## src/rtl/chip_host_bridge.sv

```systemverilog
// chip_host_bridge: host-side bridge that serializes cache requests into byte beats
// toward the chip and collects the response beats back for the host.
module chip_host_bridge #(
    parameter int ADDR_W  = 16,
    parameter int DATA_W  = 16,
    parameter int TIMEOUT = 255
) (
    input  logic              clock,
    input  logic              reset,
    input  logic              req_valid,
    output logic              req_ready,
    input  logic              req_write,
    input  logic [1:0]        req_core,
    input  logic [ADDR_W-1:0] req_addr,
    input  logic [DATA_W-1:0] req_wdata,
    output logic              resp_valid,
    input  logic              resp_ready,
    output logic [DATA_W-1:0] resp_rdata,
    output logic              resp_err,
    output logic [11:0]       pin_out,
    input  logic [11:0]       pin_in
);
    localparam int NA = ADDR_W / 8;
    localparam int ND = DATA_W / 8;
    localparam int CW = $clog2((ADDR_W > DATA_W ? ADDR_W : DATA_W) / 8) + 1;
    localparam int TW = $clog2(TIMEOUT + 1);

    typedef enum logic [2:0] {IDLE, HDR, ADDR, DATA, WAIT, RESP} state_t;

    state_t            state_q, state_d;
    logic [CW-1:0]     cnt_q, cnt_d;
    logic [TW-1:0]     wcnt_q, wcnt_d;
    logic              write_q, write_d;
    logic [1:0]        core_q, core_d;
    logic [ADDR_W-1:0] addr_q, addr_d, addr_sh;
    logic [DATA_W-1:0] wdata_q, wdata_d, wdata_sh;
    logic [DATA_W-1:0] rbuf_q, rbuf_d;
    logic              req_ready_q, req_ready_d;
    logic              resp_valid_q, resp_valid_d;
    logic [DATA_W-1:0] resp_rdata_q, resp_rdata_d;
    logic              resp_err_q, resp_err_d;
    logic [11:0]       pin_out_q, pin_out_d;
    logic              xfer;
    logic              unused_pins;

    assign unused_pins = ^pin_in[9:8];
    assign xfer = pin_out_q[11] && !pin_in[10];

    always_comb begin
        state_d      = state_q;
        cnt_d        = cnt_q;
        wcnt_d       = wcnt_q;
        write_d      = write_q;
        core_d       = core_q;
        addr_d       = addr_q;
        wdata_d      = wdata_q;
        rbuf_d       = rbuf_q;
        resp_valid_d = resp_valid_q;
        resp_rdata_d = resp_rdata_q;
        resp_err_d   = resp_err_q;
        case (state_q)
            IDLE: if (req_valid && req_ready_q) begin
                state_d = HDR;
                write_d = req_write;
                core_d  = req_core;
                addr_d  = req_addr;
                wdata_d = req_wdata;
            end
            HDR: if (xfer) begin
                state_d = ADDR;
                cnt_d   = '0;
            end
            ADDR: if (xfer) begin
                cnt_d = cnt_q + 1'b1;
                if (cnt_q == CW'(NA - 1)) begin
                    state_d = write_q ? DATA : WAIT;
                    cnt_d   = '0;
                    wcnt_d  = '0;
                    rbuf_d  = '0;
                end
            end
            DATA: if (xfer) begin
                cnt_d = cnt_q + 1'b1;
                if (cnt_q == CW'(ND - 1)) begin
                    state_d = WAIT;
                    cnt_d   = '0;
                    wcnt_d  = '0;
                    rbuf_d  = '0;
                end
            end
            WAIT: begin
                wcnt_d = wcnt_q + 1'b1;
                if (pin_in[11]) begin
                    rbuf_d = (rbuf_q << 8) | DATA_W'(pin_in[7:0]);
                    cnt_d  = cnt_q + 1'b1;
                end
                // A final byte on the timeout edge still wins over the error.
                if (pin_in[11] && (write_q || cnt_q == CW'(ND - 1))) begin
                    state_d      = RESP;
                    resp_valid_d = 1'b1;
                    resp_rdata_d = write_q ? '0 : rbuf_d;
                    resp_err_d   = write_q && (pin_in[7:0] != 8'h00);
                end else if (wcnt_d == TW'(TIMEOUT)) begin
                    state_d      = RESP;
                    resp_valid_d = 1'b1;
                    resp_rdata_d = '0;
                    resp_err_d   = 1'b1;
                end
            end
            RESP: if (resp_ready) begin
                state_d      = IDLE;
                resp_valid_d = 1'b0;
            end
            default: state_d = IDLE;
        endcase
        req_ready_d = (state_d == IDLE);
        addr_sh     = addr_d >> (8 * (NA - 1 - int'(cnt_d)));
        wdata_sh    = wdata_d >> (8 * (ND - 1 - int'(cnt_d)));
        pin_out_d   = state_d == HDR  ? {4'b1100, write_d, core_d, 5'b0} :
                      state_d == ADDR ? {4'b1000, addr_sh[7:0]} :
                      state_d == DATA ? {4'b1000, wdata_sh[7:0]} : 12'h000;
    end

    always_ff @(posedge clock or posedge reset) begin
        if (reset) begin
            state_q      <= IDLE;
            cnt_q        <= '0;
            wcnt_q       <= '0;
            write_q      <= 1'b0;
            core_q       <= '0;
            addr_q       <= '0;
            wdata_q      <= '0;
            rbuf_q       <= '0;
            req_ready_q  <= 1'b0;
            resp_valid_q <= 1'b0;
            resp_rdata_q <= '0;
            resp_err_q   <= 1'b0;
            pin_out_q    <= '0;
        end else begin
            state_q      <= state_d;
            cnt_q        <= cnt_d;
            wcnt_q       <= wcnt_d;
            write_q      <= write_d;
            core_q       <= core_d;
            addr_q       <= addr_d;
            wdata_q      <= wdata_d;
            rbuf_q       <= rbuf_d;
            req_ready_q  <= req_ready_d;
            resp_valid_q <= resp_valid_d;
            resp_rdata_q <= resp_rdata_d;
            resp_err_q   <= resp_err_d;
            pin_out_q    <= pin_out_d;
        end
    end

    assign req_ready  = req_ready_q;
    assign resp_valid = resp_valid_q;
    assign resp_rdata = resp_rdata_q;
    assign resp_err   = resp_err_q;
    assign pin_out    = pin_out_q;
endmodule

```

## config.mk

```make
export PLATFORM = sky130hd
export DESIGN_NAME = chip_host_bridge
export DESIGN_NICKNAME = d
export VERILOG_FILES = /design/src/rtl/chip_host_bridge.sv
export SDC_FILE = /design/constraint.sdc
export NUM_CORES = 1
export LEC_CHECK = 0
export BUFFER_PORTS_ARGS = -buffer_cell sky130_fd_sc_hd__clkbuf_2
export CAP_MARGIN = 20
export CORE_ASPECT_RATIO = 0.6
export CORE_MARGIN = 4
export CORE_UTILIZATION = 58
export DETAILED_ROUTE_END_ITERATION = 10
export PLACE_DENSITY_LB_ADDON = 0.2
export SYNTH_ARGS = -nofsm -noshare
export SYNTH_HDL_FRONTEND = slang
export SYNTH_SLANG_ARGS = --single-unit
```

## constraint.sdc

```tcl
create_clock -name clock -period 4.3 [get_ports clock]
set_input_delay 0.215 -clock clock [delete_from_list [all_inputs] [get_ports clock]]
set_output_delay 0.215 -clock clock [all_outputs]
set_load 0.03 [all_outputs]
```

==> metrics.cfg, run 1 <==
[status]
status=finished, final reports clean

[global_routing]
grt_usage=0.212
grt_overflow_total=0
use_met2=0.285
grt_max_degree=52
antenna_found_initial=0
gr-usage-met3=0.0863
grt_pass1_vias=2693
grt_pass1_wl_um=13200
met1_usage=0.310
grt-busiest-layer=met1

[pwr]
ir_drop_v=0.000303
power_density_nw_per_um2=696
p_leak_nw=2.15

[yosys]
ys_seq_area_frac=0.553
synth.top_cell.area_share=0.553
async_flop_share=1.00
synthTopCellsByArea=dfrtp_1 (55%), mux2_2 (10%), mux2i_1 (4.9%)
synth_largest_area_cell=dfrtp_1
synth.distinct_cells=52
syn_area_um2=3850
synth_warnings=0
synth_edf_count=0
synthFlopType=dfrtp_1
syn_inst=319
postSynthAreaPerCell_um2=12.1
synth_seq_cells=85

[final_layout]
layout_common_cells=dfrtp_1 (85), clkbuf_2 (77), mux2_2 (35), nand2_1 (32), o21ai_0 (22)
final_nets=445
final_common_cell=dfrtp_1
drive_gt1_frac=0.357
antennaDiodeCount=0
area_growth_pct=14.8

[cts]
cts_sinks=85
clockBufferDepth=2
clkTransAtPathRegs_ns=0.08
cts_buffers=9
clock_latency_ns=0.37
cts_tree=done
cts_max_level=3
cts-root-buf=clkbuf_8
cts_setup_buffers=0

[hold_path]
worstHoldPathType=in2reg

[detailed_routing]
drt.antenna.violating_nets=0
wl_per_cell_um=16.8
first_iter_violations=163
drt_first_pass_iters=4
drc=0
viasPerCell=5.52
vias=2644
routed_wl_um=8050

[critical_path]
crit_required_ns=4.54
crit_end=pin_out[6]$_DFF_PP0_
rr_endpoint=pin_out[6]$_DFF_PP0_
r2r_start=state_q[1]$_DFF_PP0_
worstPathArrival_ns=3.21
crit_type=reg2reg
regToRegSetupSlack_ns=1.34
end_kind=flip-flop
setup.worst_path.start_class=flip-flop
worst-r2r-cell-count=6
crit_path_start=state_q[1]$_DFF_PP0_
crit_fanout=22

[placement]
hpwl_um=5940
port-buffer-count=77
gp_congestion=0.790

[sta]
period_share=0.689
setup_tns_ns=0
drv_slew=0
setup_viol=0
rsz0062_at_grt=false
clock_skew_ns=0.00930
worstMarginPinSlew_ns=1.00
slew_headroom=0.333
fmax_mhz=337
hold_viol=0
layout_min_cycle_time_ns=2.96
whs_ns=0.0904

[floorplan]
fp.dieW_um=113
io_pins=82
initial_core_util=0.613
die_area_um2=8040
fp.coreArea_um2=6280
die_h_um=71.1
num_rows=22

[job]
maxCapViolations=0

-- registers in the layout, indices dropped and copies added (netlist names) --
name	cells
addr_q	16
wdata_q	16
core_q	2
state_q	3
wcnt_q	8
resp_rdata	16
req_ready	1
rbuf_q	8
resp_err	1
pin_out	10
resp_valid	1
write_q	1
cnt_q	2
-- per-stage QoR --
| step | utilization | power (W) | cells | setup WS [ns] | area (um2) |
|---|---|---|---|---|---|
| finish | 0.703 | 0.00307 | 479 | 1.34 | 4410 |
| floorplan | - | 0.00230 | 320 | 1.89 | 3850 |
| global route | 0.703 | 0.00329 | 479 | 1.08 | 4410 |
| CTS | 0.703 | 0.00311 | 479 | 1.32 | 4410 |
| detailed placement | 0.675 | 0.00260 | 462 | 1.34 | 4240 |
| global placement | 0.675 | 0.00254 | 462 | 1.39 | 4240 |
-- critical path, cell delays in order (launching register included) --
cell	delay, ns
dfrtp_1	0.51
nor4b_1	0.41
and2_1	0.85
buf_4	0.37
mux2_2	0.37
mux2i_1	0.20
o221ai_2	0.12
-- metal layers --
layer / vias to the layer above / share of wire
met1: 1292 / 0.49
met4: 0 / 0.013
met5: - / 0
li1: 1264 / -
met3: 12 / 0.082
met2: 76 / 0.41
-- area by class of cell --
type / count / area (um2)
inverters: 8 / 31.3
well taps: 84 / 105
clock buffers: 12 / 145
flip-flops and latches: 85 / 2130
fillers: 476 / 1860
multi-input cells: 204 / 1560
repair buffers: 82 / 425
clock inverters: 4 / 23.8
-- power by group --
group          leakage, nW  switching, W  total (W)  internal, W
logic                0.976      0.000716    0.00129     0.000574
registers             1.09      0.000172    0.00128      0.00111
clock network       0.0901      0.000275   0.000499     0.000224
total                 2.15       0.00116    0.00307      0.00191
-- synth_stat cells, drive strengths merged, types with 3 or more instances --
cell and count:
nand2b 3, nand2 32, nor2b 8, nand3b 3
mux2i 20, and2 3, ha 4, clkbuf 8
buf 15, mux2 36, nand3 3, or3 3
o22ai 3, dfrtp 85, or2 3, o21ai 22
inv 8, a22o 16, nor2 13
-- cells by family (layout without fill, tap and decap cells) --
group | count (synthesis) | count (layout) | synth area share
xor gates and xnor gates | 3 | 3 | 0.00683
DFF | 85 | 85 | 0.553
buffers and inverters | 31 | 106 | 0.0433
adders and majority gates | 4 | 4 | 0.0130
AOI/OAI and AO/OA | 56 | 56 | 0.109
other | 1 | 2 | 0.000975
and+or+nand+nor | 83 | 83 | 0.113
muxes | 56 | 56 | 0.161
-- repair_timing --
item                                    4_1_cts  5_1_grt
hold buffers                                  1        0
endpoints found under the hold margin        34        0
resized for setup                             0        0
endpoints found under the setup margin        0        0
-- worst min path at each step --
| stage | startpoint | end | slack, ns | cells past startpoint |
|---|---|---|---|---|
| finish | pin_in[7] | rbuf_q[7]$_DFFE_PP0P_ | 0.09 | 3 |
| global route | req_wdata[10] | wdata_q[10]$_DFF_PP0_ | 0.07 | 2 |
| CTS | req_addr[4] | addr_q[4]$_DFF_PP0_ | 0.07 | 2 |
| detailed placement | reset | resp_rdata[1]$_DFFE_PP0P_ | 0.28 | 2 |
| global placement | reset | resp_rdata[0]$_DFFE_PP0P_ | 0.28 | 2 |
| floorplan | pin_in[0] | rbuf_q[0]$_DFFE_PP0P_ | 0.33 | 2 |
Note: power is estimated with default switching activity, not from simulation.
==> run 2, diff against run 1 <==
Settings changed: ABC_AREA set to 1, CORE_UTILIZATION 58 to 50.
Clock period 4.3 ns to 2.53 ns, I/O delays scaled along.
==> run 2 against run 1 <==
Net effect:
- wire length rose by 35%
- via count rose by 50%
- sequential power increased by 64%
- global-route usage increased by 0.10 points
- critical endpoint is now pin_out[4]$_DFF_PP0_
- worst setup slack worse by 0.94 ns
- clock power rose to 2.7 times the previous value
- synthesized cell count increased by 80%
- critical path type unchanged
==> metrics.cfg, run 2 <==
[yosys]
async_flop_share=1.00  ; unchanged
syn_area_um2=4560  ; was 3850 um2
synthFlopType=dfrtp_1  ; unchanged
synth_top_family_by_area=simple AND/OR/NAND/NOR gates  ; was multiplexers
synth.top_cell.area_share=0.510  ; was 0.553
synth_seq_cells=93  ; was 85
ys_seq_area_frac=0.510  ; was 0.553
synthTopCellsByArea=dfrtp_1 (51%), nand2_1 (22%), nand3_1 (5.4%)  ; was dfrtp_1 (55%), mux2_2 (10%), mux2i_1 (4.9%)
synthMuxAreaShare=0  ; was 0.161
synth_warnings=0  ; unchanged
synthMostInstantiatedCell=nand2_1  ; was dfrtp_1
synthAdderAreaFrac=0.0110  ; was 0.0130
synth_edf_count=0  ; unchanged
syn_inst=573  ; was 319
synth_largest_area_cell=dfrtp_1  ; unchanged
yosys.area_share.simple=0.333  ; was 0.113
synth_compound_area_frac=0.0738  ; was 0.109
yosys-top-cells-count=nand2_1 (267), dfrtp_1 (93), nand3_1 (49)  ; was dfrtp_1 (85), mux2_2 (35), nand2_1 (32)
synth.distinct_cells=34  ; was 52
postSynthAreaPerCell_um2=7.96  ; was 12.1 um2
synth_xor_area_frac=0  ; was 0.00683

[cts]
cts_tree=done  ; unchanged
clockBufferDepth=2  ; unchanged
cts-root-buf=clkbuf_16  ; was clkbuf_8
cts_max_level=3  ; unchanged
clock_latency_ns=0.34  ; was 0.37 ns
cts_sinks=93  ; was 85
cts_buffers=9  ; unchanged
clkTransAtPathRegs_ns=0.06  ; was 0.08 ns

[final_layout]
antennaDiodeCount=0  ; unchanged
area_growth_pct=15.7  ; was 14.8%
nFillCells=744  ; was 476
final_common_cell=nand2_1  ; was dfrtp_1
stdcell_count=763  ; was 479
drive_gt1_frac=0.201  ; was 0.357
final_nets=701  ; was 445
layout_common_cells=nand2_1 (267), dfrtp_1 (93), clkbuf_2 (77), nand3_1 (49), inv_1 (29)  ; was dfrtp_1 (85), clkbuf_2 (77), mux2_2 (35), nand2_1 (32), o21ai_0 (22)

[floorplan]
fp.coreArea_um2=8690  ; was 6280 um2
die_h_um=82  ; was 71.1 um
initial_core_util=0.525  ; was 0.613
die_area_um2=10800  ; was 8040 um2
fp.dieW_um=131  ; was 113 um
io_pins=82  ; unchanged
num_rows=26  ; was 22

[sta]
fin_ws_ns=0.399  ; was 1.34 ns
slew_headroom=0.506  ; was 0.333
period_share=0.842  ; was 0.689
worstMarginPinSlew_ns=0.736  ; was 1.00 ns
rsz0062_at_grt=false  ; unchanged
drv_slew=0  ; unchanged
hold_viol=0  ; unchanged
layout_min_cycle_time_ns=2.13  ; was 2.96 ns
whs_ns=0.0133  ; was 0.0904 ns
setup_viol=0  ; unchanged
clock_skew_ns=0.00509  ; was 0.00930 ns
fmax_mhz=469  ; was 337 MHz
setup_tns_ns=0  ; unchanged

[global_routing]
grt_overflow_total=0  ; unchanged
grt_pass1_wl_um=18400  ; was 13200 um
grt_usage=0.213  ; was 0.212
antenna_found_initial=0  ; unchanged
grt_pass1_vias=3785  ; was 2693
grt_max_degree=94  ; was 52

[detailed_routing]
drt.antenna.violating_nets=0  ; unchanged
routed_wl_um=10900  ; was 8050 um
drc=0  ; unchanged
first_iter_violations=372  ; was 163
viasPerCell=5.20  ; was 5.52
vias=3967  ; was 2644
drt_first_pass_iters=5  ; was 4
wl_per_cell_um=14.2  ; was 16.8 um

[hold_path]
worstHoldPathType=in2reg  ; unchanged

[critical_path]
max_stage_delay_ns=0.44  ; was 0.85 ns
end_kind=flip-flop  ; unchanged
crit_type=reg2reg  ; unchanged
worst_path_max_delay_cell=dfrtp_1  ; was and2_1
crit_top_cell=nand2_1
setup.worst_path.start_class=flip-flop  ; unchanged
worstPathArrival_ns=2.41  ; was 3.21 ns
crit_fanout=16  ; was 22
crit_required_ns=2.81  ; was 4.54 ns
regToRegSetupSlack_ns=0.40  ; was 1.34 ns
path_cells=inv_1, ha_1, nand2_1, o21ai_0, nor2_1, a21oi_2, buf_4, nand3_1, nand2_1, nand3_1, nand2_1, nand2_1, inv_1  ; was nor4b_1, and2_1, buf_4, mux2_2, mux2i_1, o221ai_2

[placement]
port-buffer-count=77  ; unchanged
hpwl_um=7690  ; was 5940 um
place_ws_ns=0.446  ; was 1.34 ns
gp_congestion=0.895  ; was 0.790
dp_cells=746  ; was 462

[status]
status=finished, final reports clean  ; unchanged

[pwr]
power_density_nw_per_um2=1120  ; was 696 nW/um2
ir_drop_v=0.000492  ; was 0.000303 V
p_leak_nw=2.94  ; was 2.15 nW

[job]
maxCapViolations=0  ; unchanged

[run 2: cell count changes after synthesis, sizes merged, moves of 15 or more]
| cell | change |
|---|---|
| a22oi | +15 |
| nand3 | +51 |
| a22o | -15 |
| nand2 | +244 |
| inv | +34 |
| mux2 | -36 |
| mux2i | -20 |
[run 2: cells by family after synthesis]
group,after synthesis
DFF,93
and+or+nand+nor,357
adders and majority gates,4
buffers and inverters,64
AOI/OAI and AO/OA,54
other,1
[run 2: report_power, final]
part	leakage, nW	internal, W	switching, W
Clock	0.140	0.000770	0.000559
Combinational	1.57	0.000751	0.00174
Sequential	1.23	0.00190	0.000201
[run 2: timing repair]
action                    4_1_cts  5_1_grt
resized for setup               0        0
setup buffers                   0        0
hold endpoints to repair       93        0
hold buffers                    1        0
[run 2: through the flow]
stage | util | cell area, um2 | total power [W]
finish | 0.608 | 5280 | 0.00593
global route | 0.608 | 5280 | 0.00639
CTS | 0.608 | 5280 | 0.00595
detailed placement | 0.573 | 4980 | 0.00460
global placement | 0.573 | 4980 | 0.00452
floorplan | - | 4570 | 0.00403
[run 2: cell type report]
| cell class | instances | area [um2] | share of cell area |
|---|---|---|---|
| inverters | 42 | 164 | 0.0310 |
| repair buffers | 83 | 445 | 0.0843 |
| flip-flops and latches | 93 | 2330 | 0.441 |
| multi-input cells | 417 | 1910 | 0.362 |
| clock buffers | 11 | 233 | 0.0441 |
| clock inverters | 5 | 60.1 | 0.0114 |
| well taps | 112 | 140 | 0.0265 |
[run 2: metal layers]
layer,share of wire,GRT usage,up-vias
li1,-,-,1972
met5,0,0,-
met1,0.50,0.320,1845
met4,0.013,0.0524,0
met3,0.069,0.0557,18
met2,0.42,0.309,132
[run 2: path summary, 6_finish.rpt]
| kind | startpoint | end | depth (start not counted) |
|---|---|---|---|
| hold reg to reg | wdata_q[13]$_DFF_PP0_ | wdata_q[13]$_DFF_PP0_ | 2 |
| min in group asynchronous | reset | state_q[2]$_DFF_PP0_ | 4 |
| setup reg to reg | cnt_q[0]$_DFF_PP0_ | pin_out[4]$_DFF_PP0_ | 13 |
| hold / removal | req_addr[10] | addr_q[10]$_DFF_PP0_ | 3 |
| setup / recovery | cnt_q[0]$_DFF_PP0_ | pin_out[4]$_DFF_PP0_ | 13 |
| max in group asynchronous | reset | wdata_q[14]$_DFF_PP0_ | 4 |
[run 2: critical path, delay by kind of cell (launching register included)]
kind                       cells  cell delay (ns)
buffers and inverters          3             0.46
DFF                            1             0.44
and+or+nand+nor                7             0.56
AOI/OAI and AO/OA              2             0.31
adders and majority gates      1             0.31
==> run 3, diff against run 2 <==
Settings changed: ABC_AREA 1 to 0, CORE_UTILIZATION 50 to 54.
Clock period 2.53 ns to 2 ns, I/O delays scaled along.
==> run 3 against run 2 <==
Net effect:
- the run now ends with setup timing left
- register-to-register slack worse by 0.55 ns
- clock-buffer cell count down 1
- critical path depth down 6
- maximum frequency down 1.1%
- worst hold slack worse by 0.0070 ns
- clock skew about the same
- die area down 20%
- design area up 5.4%
- worst setup slack worse by 0.55 ns
- flip-flop and latch count down 8
- wire length down 2.1%
- via count down 21%
- critical endpoint is now pin_out[7]$_DFF_PP0_
- largest power group unchanged
- highest routed layer unchanged
==> metrics.cfg, run 3 (synthesis gave the netlist of run 1 again) <==
[global_routing]
grt_pass1_wl_um=15600  ; was 18400 um
grt_max_degree=40  ; was 94
antenna_found_initial=0  ; unchanged
grt_pass1_vias=3119  ; was 3785
grt_overflow_total=0  ; unchanged
grt_usage=0.243  ; was 0.213

[cts]
cts_buffers=9  ; unchanged
cts_max_level=3  ; unchanged
clockBufferDepth=2  ; unchanged
cts-root-buf=clkbuf_16  ; unchanged
cts_tree=done  ; unchanged
clkTransAtPathRegs_ns=0.06  ; about the same
clock_latency_ns=0.35  ; was 0.34 ns
cts_sinks=85  ; was 93

[final_layout]
layout_common_cells=dfrtp_1 (80), clkbuf_2 (77), buf_4 (52), nand2_1 (32), mux2_2 (23)  ; was nand2_1 (267), dfrtp_1 (93), clkbuf_2 (77), nand3_1 (49), inv_1 (29)
final_common_cell=dfrtp_1  ; was nand2_1
final_nets=522  ; was 701
area_growth_pct=44.7  ; was 15.7%
fin_util=0.819  ; was 0.608
stdcell_count=559  ; was 763
antennaDiodeCount=0  ; unchanged
drive_gt1_frac=0.504  ; was 0.201

[status]
status=finished, violations left  ; was finished, final reports clean
violations=setup timing

[placement]
hpwl_um=6600  ; was 7690 um
dp_cells=504  ; was 746
port-buffer-count=77  ; unchanged
gp_congestion=0.826  ; was 0.895

[floorplan]
die_area_um2=8580  ; was 10800 um2
initial_core_util=0.566  ; was 0.525
die_h_um=73.4  ; was 82 um
fp.dieW_um=117  ; was 131 um
num_rows=23  ; was 26
fp.coreArea_um2=6790  ; was 8690 um2
io_pins=82  ; unchanged

[critical_path]
crit_required_ns=2.27  ; was 2.81 ns
worstPathArrival_ns=2.42  ; was 2.41 ns
crit_fanout=8  ; was 16
end_kind=flip-flop  ; unchanged
regToRegSetupSlack_ns=-0.15  ; was 0.40 ns
crit_type=reg2reg  ; unchanged
setup.worst_path.start_class=flip-flop  ; unchanged

[pwr]
p_leak_nw=2.70  ; was 2.94 nW
power_density_nw_per_um2=1580  ; was 1120 nW/um2
ir_drop_v=0.000829  ; was 0.000492 V

[sta]
rsz0062_at_grt=true  ; was false
fmax_mhz=464  ; was 469 MHz
worstMarginPinSlew_ns=0.565  ; was 0.736 ns
period_share=1.08  ; was 0.842
layout_min_cycle_time_ns=2.15  ; was 2.13 ns
setup_viol=26  ; was 0
slew_headroom=0.623  ; was 0.506
drv_slew=0  ; unchanged
fin_ws_ns=-0.154  ; was 0.399 ns
clock_skew_ns=0.00532  ; was 0.00509 ns
hold_viol=0  ; unchanged

[hold_path]
worstHoldPathType=in2reg  ; unchanged

[detailed_routing]
viasPerCell=5.61  ; was 5.20
drc=0  ; unchanged
first_iter_violations=285  ; was 372
wl_per_cell_um=19.1  ; was 14.2 um
drt.antenna.violating_nets=0  ; unchanged
routed_wl_um=10600  ; was 10900 um
vias=3134  ; was 3967
drt_first_pass_iters=5  ; unchanged

[job]
maxCapViolations=0  ; unchanged

## run 3: cell count changes in the layout (fill, tap and decap cells not counted), sizes merged, moves of 20 or more
cell	before	now
inv	42	10
mux2i	0	20
buf	5	67
mux2	0	36
nand2	276	32
nand3	54	3
## run 3: layout make-up
type / instances / area, um2
Inverter: 8 / 33.8
Sequential cell: 85 / 2130
Clock inverter: 6 / 52.6
Multi-Input combinational cell: 204 / 1780
Timing Repair Buffer: 159 / 1220
Fill cell: 389 / 1230
Tap cell: 87 / 109
Clock buffer: 10 / 239
## run 3: where the power goes
group / switching [W] / total, W / internal, W
clock network: 0.000724 / 0.00162 / 0.000894
registers: 0.000385 / 0.00279 / 0.00240
logic: 0.00209 / 0.00436 / 0.00227
## run 3: metal layers
layer  wire length (um)  track usage
met1               4930        0.352
met2               4830        0.359
met3                751       0.0675
met4                137       0.0738
met5                  0            0
## run 3: worst paths after layout
kind | to | start | depth (start not counted)
min reg2reg | resp_rdata[8]$_DFFE_PP0P_ | rbuf_q[0]$_DFFE_PP0P_ | 1
max | pin_out[7]$_DFF_PP0_ | state_q[0]$_DFF_PP0_ | 7
max in group asynchronous | rbuf_q[0]$_DFFE_PP0P_ | reset | 4
min | addr_q[1]$_DFF_PP0_ | req_addr[1] | 2
min in group asynchronous | req_ready$_DFF_PP0_ | reset | 3
max reg2reg | pin_out[7]$_DFF_PP0_ | state_q[0]$_DFF_PP0_ | 7
## run 3: worst max-delay path: stages (launching register included)
cell,delay (ns)
dfrtp_2,0.46
buf_4,0.18
and3b_1,0.17
mux2i_1,0.26
nand2_1,0.09
or3_4,0.48
or2_4,0.27
o221ai_2,0.15
## run 3: what timing repair did
item,in CTS,in global routing
cloned,3,2
endpoints found under the hold margin,34,1
pin swaps,6,12
endpoints found under the setup margin,25,27
resized for setup,25,29
buffers inserted,13,10
hold buffers,12,1
## run 3: stage by stage
step / TNS (ns) / setup WS, ns / instance area (um2) / hold slack, ns / total power, W
finish: -2.70 / -0.154 / 5560 / 0.00626 / 0.00877
CTS: -2.20 / -0.120 / 5310 / 0.000857 / 0.00824
floorplan: -0.101 / -0.0103 / 3930 / 0.217 / 0.00506
detailed placement: -3.98 / -0.205 / 4640 / 0.176 / 0.00624
global placement: -2.06 / -0.113 / 4640 / 0.169 / 0.00610
global route: -4.02 / -0.222 / 5560 / 0.00356 / 0.00923
